File: config.mk
export PLATFORM = sky130hd
export DESIGN_NAME = muldiv_unit
export DESIGN_NICKNAME = d
export VERILOG_FILES = /design/src/rtl/muldiv_unit.sv
export SDC_FILE = /design/constraint.sdc
export NUM_CORES = 2
export LEC_CHECK = 0
export BUFFER_PORTS_ARGS = -buffer_cell sky130_fd_sc_hd__buf_2
export CORE_AREA = 8 8 434 436
export DETAILED_ROUTE_END_ITERATION = 6
export DIE_AREA = 0 0 442 444
export PLACE_DENSITY = 0.61
export SLEW_MARGIN = 20
export SYNTH_ARGS = -nofsm -noshare
export SYNTH_HDL_FRONTEND = slang
export SYNTH_SLANG_ARGS = --single-unit
File: constraint.sdc
create_clock -name clk -period 13 [get_ports clk]
set_clock_uncertainty 0.05 [all_clocks]
set_input_delay 0.65 -clock clk [delete_from_list [all_inputs] [get_ports clk]]
set_output_delay 0.65 -clock clk [all_outputs]
set_load 0.005 [all_outputs]
File: src/rtl/muldiv_unit.sv
// HI/LO multiply/divide unit for the E stage.
// Holds E (ok=0) while a MULT/MULTU/DIV/DIVU is in flight.
module muldiv_unit #(
    parameter int MULT_LAT = 3,
    parameter int DIV_ITER = 32
) (
    input  logic        clk,
    input  logic        resetn,
    input  logic        valid,
    input  logic [1:0]  op,
    input  logic [31:0] a,
    input  logic [31:0] b,
    input  logic        advance,
    input  logic        flush,
    output logic        ok,
    output logic [31:0] hi,
    output logic [31:0] lo
);

    typedef enum logic [1:0] {
        IDLE = 2'd0,
        MUL  = 2'd1,
        DIV  = 2'd2,
        DONE = 2'd3
    } stateT;

    localparam logic [5:0] MulLoad = 6'(MULT_LAT - 1);
    localparam logic [5:0] DivLoad = 6'(DIV_ITER - 1);

    stateT       state;
    stateT       stateNext;
    logic        start;
    logic        last;
    logic [5:0]  cnt;
    logic        isSigned;
    logic [31:0] aReg;
    logic [31:0] bReg;
    logic [31:0] quo;
    logic [31:0] rem;
    logic [31:0] dvsr;

    logic        aNeg;
    logic        bNeg;
    logic [31:0] aMag;
    logic [31:0] bMag;
    logic [32:0] shifted;
    logic        ge;
    logic [31:0] remStep;
    logic [31:0] quoStep;
    logic        negQ;
    logic        negR;
    logic [31:0] quoFix;
    logic [31:0] remFix;
    logic        divZero;
    logic [31:0] hiDiv;
    logic [31:0] loDiv;
    logic [63:0] aExt;
    logic [63:0] bExt;
    logic [63:0] product;

    assign start = (state == IDLE) & valid & ~flush;
    assign last  = (cnt == 6'd0);

    // Magnitudes for signed division; 0x80000000 maps to 2^31 unsigned.
    assign aNeg = ~op[0] & a[31];
    assign bNeg = ~op[0] & b[31];
    assign aMag = aNeg ? (~a + 32'd1) : a;
    assign bMag = bNeg ? (~b + 32'd1) : b;

    // One restoring step: partial remainder never exceeds the divisor.
    assign shifted = {rem, quo[31]};
    assign ge      = shifted >= {1'b0, dvsr};
    assign remStep = ge ? (shifted[31:0] - dvsr) : shifted[31:0];
    assign quoStep = {quo[30:0], ge};

    assign negQ    = isSigned & (aReg[31] ^ bReg[31]);
    assign negR    = isSigned & aReg[31];
    assign quoFix  = negQ ? (~quoStep + 32'd1) : quoStep;
    assign remFix  = negR ? (~remStep + 32'd1) : remStep;
    assign divZero = (bReg == 32'd0);
    assign loDiv   = divZero ? 32'hFFFF_FFFF : quoFix;
    assign hiDiv   = divZero ? aReg : remFix;

    // Low 64 bits of extended operands give both signed and unsigned products.
    assign aExt    = isSigned ? {{32{aReg[31]}}, aReg} : {32'd0, aReg};
    assign bExt    = isSigned ? {{32{bReg[31]}}, bReg} : {32'd0, bReg};
    assign product = aExt * bExt;

    always_ff @(posedge clk or negedge resetn) begin
        if (!resetn) begin
            state <= IDLE;
        end else begin
            state <= stateNext;
        end
    end

    always_comb begin
        stateNext = state;
        unique case (state)
            IDLE: begin
                if (start) begin
                    stateNext = op[1] ? DIV : MUL;
                end
            end
            MUL, DIV: begin
                if (flush) begin
                    stateNext = IDLE;
                end else if (last) begin
                    stateNext = DONE;
                end
            end
            DONE: begin
                if (flush || advance) begin
                    stateNext = IDLE;
                end
            end
            default: stateNext = IDLE;
        endcase
    end

    always_comb begin
        ok = 1'b1;
        if (!flush) begin
            unique case (state)
                IDLE:     ok = ~valid;
                MUL, DIV: ok = 1'b0;
                default:  ok = 1'b1;
            endcase
        end
    end

    always_ff @(posedge clk or negedge resetn) begin
        if (!resetn) begin
            cnt      <= 6'd0;
            isSigned <= 1'b0;
            aReg     <= 32'd0;
            bReg     <= 32'd0;
            quo      <= 32'd0;
            rem      <= 32'd0;
            dvsr     <= 32'd0;
            hi       <= 32'd0;
            lo       <= 32'd0;
        end else if (start) begin
            cnt      <= op[1] ? DivLoad : MulLoad;
            isSigned <= ~op[0];
            aReg     <= a;
            bReg     <= b;
            quo      <= aMag;
            rem      <= 32'd0;
            dvsr     <= bMag;
        end else if (!flush) begin
            if ((state == MUL || state == DIV) && !last) begin
                cnt <= cnt - 6'd1;
            end
            if (state == DIV) begin
                rem <= remStep;
                quo <= quoStep;
            end
            if (state == MUL && last) begin
                hi <= product[63:32];
                lo <= product[31:0];
            end
            if (state == DIV && last) begin
                hi <= hiDiv;
                lo <= loDiv;
            end
        end
    end

endmodule

==> out/results.txt <==
Status: finished, final reports clean
Minimum clock period: 10840 ps
Die H: 444 um
Critical Path Sink: hi[31]
Fin area: 67000 um2
Overall routing resource usage: 0.210
Worst Setup End Kind: flop
Die area: 196000 um2
Routed wire length per instance: 22.2 um
Yosys reg bits: 232
Fmax: 92.2 MHz
Core footprint: 182000 um2
DR vias/cell: 5.12
Filler cells: 18400
# hold bufs at CTS: 0
Share of the synthesized area in the top cell type: 0.451
Sequential share of the synthesized area: 0.0921
Initial core utilization: 0.347
Ports: 136
Ys Warns: 0
Largest stage delay, worst path: 930 ps
RSZ-0062 raised after global routing: false
Row count: 157
Nets: 8715
Number of gates resized after CTS: 0
Setup TNS: 0 ps
Slew Limit Headroom: 0.189
Routed Antenna Nets: 0
Antenna violations before repair: 23
Syn nets: 8828
TritonCTS Buffers: 28
Vias post-DR: 47600
Actual slew at the worst max-slew pin: 1220 ps
Share of layout cells above drive strength 1: 0.0463
Width of the die: 442 um
Setup bufs post-CTS: 0
CTS clk-pin slew, worst paths: 60 ps
Post-Synthesis Cells: 6986
Mapped Avg Cell Area: 9.02 um2
Primary FF master, synth: dfrtp_1
Max cap viols: 0
Endpoints failing setup: 0
Final HPWL DP: 167000 um
CTS Buffer Depth: 3
Critical path class: reg -> reg
R2R Path End: hi[31]
Cells on worst reg2reg path: 32
Synth cell types: 94
Synth async-reset ratio: 1.00
First-pass DRT Iterations: 6
Synth-to-Final Area Change: 6.27%
Clock root cell: clkbuf_16
Most common cell in the netlist: inv_1
Max-slew violations: 0
Vias in the first global route: 52100
Post-synth top area cell: fa_1
GRT Residual Overflow: 0
CTS tree: built
Number of H-tree levels: 1
Residual DRC: 0
Reg2reg start: isSigned
Required time of the critical path: 13360 ps
DRT Wirelength: 206000 um
Sink Count: 232
Worst path slowest cell: fa_1
Mapped Area: 63000 um2
Number of port buffers: 135
First-pass GRT wire length: 320000 um
Final worst-path cycle share: 0.834
Worst Setup Start Kind: flop
HP Class: in -> async
Clk_lat worst skew: 590 ps
Largest net degree at the start of global routing: 96
Routability cong.: 0.952
Synth top area cells: fa_1 (45%), inv_1 (9.4%), dfrtp_1 (9.2%)
Register-to-register setup slack: 2160 ps
Commonest cells in the netlist: inv_1 (1586), fa_1 (1420), nand2_1 (927)
Crit. Startpoint: isSigned
Placed Area: 66000 um2
Final count of hold timing violations: 0
Initial DRC count: 3557
Cell mode on critical path: fa_1
Post-synth EDFFs: 0
Max FO, Critical Path: 24
Crit path DAT: 11210 ps
## registers in the layout, indices dropped and copies added, names as in the netlist
| signal | count |
|---|---|
| aReg | 32 |
| bReg | 32 |
| hi | 32 |
| lo | 32 |
| quo | 32 |
| rem | 32 |
| dvsr | 31 |
| cnt | 6 |
| state | 2 |
| isSigned | 1 |
## worst max-delay path: cells and delay by family, from the launching register on
family | cells | cell delay, ps
xor gates and xnor gates | 1 | 120
DFF | 1 | 370
buffers and inverters | 7 | 830
AOI/OAI and AO/OA | 7 | 1970
and+or+nand+nor | 6 | 1200
adders and majority gates | 11 | 6120
## logic make-up after synthesis
kind of cell / share of synthesized area
AO/OA/AOI/OAI: 0.0784
adder cells (fa/ha/maj): 0.521
multiplexers: 0.00544
AND/OR/NAND/NOR: 0.151
XOR/XNOR: 0.0346
buffers and inverters: 0.117
flip-flops: 0.0921
## per-stage QoR
stage          worst slack, ps  hold slack (ps)  cells   util
2_1_floorplan             3100              304   6986      -
3_3_place_gp              2230              409   9228  0.363
3_5_place_dp              2290              414   9228  0.363
4_1_cts                   2240             18.8   9280  0.368
5_1_grt                   1520             49.8   9289  0.368
6_report                  2160             7.45   9297  0.369
## how the worst min path moves through the flow
stage / cells past startpoint / from / to / slack, ps
2_1_floorplan: 0 / resetn / aReg[0] / 300
3_3_place_gp: 1 / lo[15] / lo[15] / 410
4_1_cts: 1 / resetn / state[1] / 20
5_1_grt: 1 / resetn / cnt[0] / 50
6_report: 1 / resetn / cnt[0] / 7
3_5_place_dp: 2 / bReg[19] / bReg[19] / 410
## cells in the final DEF (no fill, tap or decap), types with 39 or more instances in the layout
master and instances:
inv_1 1586, fa_1 1420, nand2_1 926, and2_1 581, ha_1 351, dfrtp_1 227, o21ai_0 223, a21oi_1 214
xnor2_1 172, nor2_1 165, buf_2 134, buf_4 92, xor2_1 77, a21o_1 55, nor3_1 55, and3_1 39
## cell type report
| cell class | count | area, um2 | share of cell area |
|---|---|---|---|
| Inverter | 1587 | 5960 | 0.0890 |
| Timing Repair Buffer | 227 | 1380 | 0.0206 |
| Sequential cell | 232 | 5810 | 0.0868 |
| Multi-Input combinational cell | 4797 | 49900 | 0.745 |
| Tap cell | 2385 | 2980 | 0.0446 |
| Clock buffer | 43 | 827 | 0.0123 |
| Antenna cell | 17 | 42.5 | 0.000635 |
| Clock inverter | 9 | 91.3 | 0.00136 |
## layer usage
| metal | global-route usage | wire length [um] | share of wire | vias to the layer above |
|---|---|---|---|---|
| met5 | 0 | 26 | 0.00013 | - |
| met4 | 0.111 | 13500 | 0.065 | 4 |
| met3 | 0.0254 | 12000 | 0.058 | 413 |
| met2 | 0.346 | 96600 | 0.47 | 1676 |
| met1 | 0.271 | 84100 | 0.41 | 24700 |
| li1 | - | - | - | 20700 |
Power is left out: the tool's default activity adds up to more than one toggle a clock period on the data nets, which glitch-free logic cannot reach.
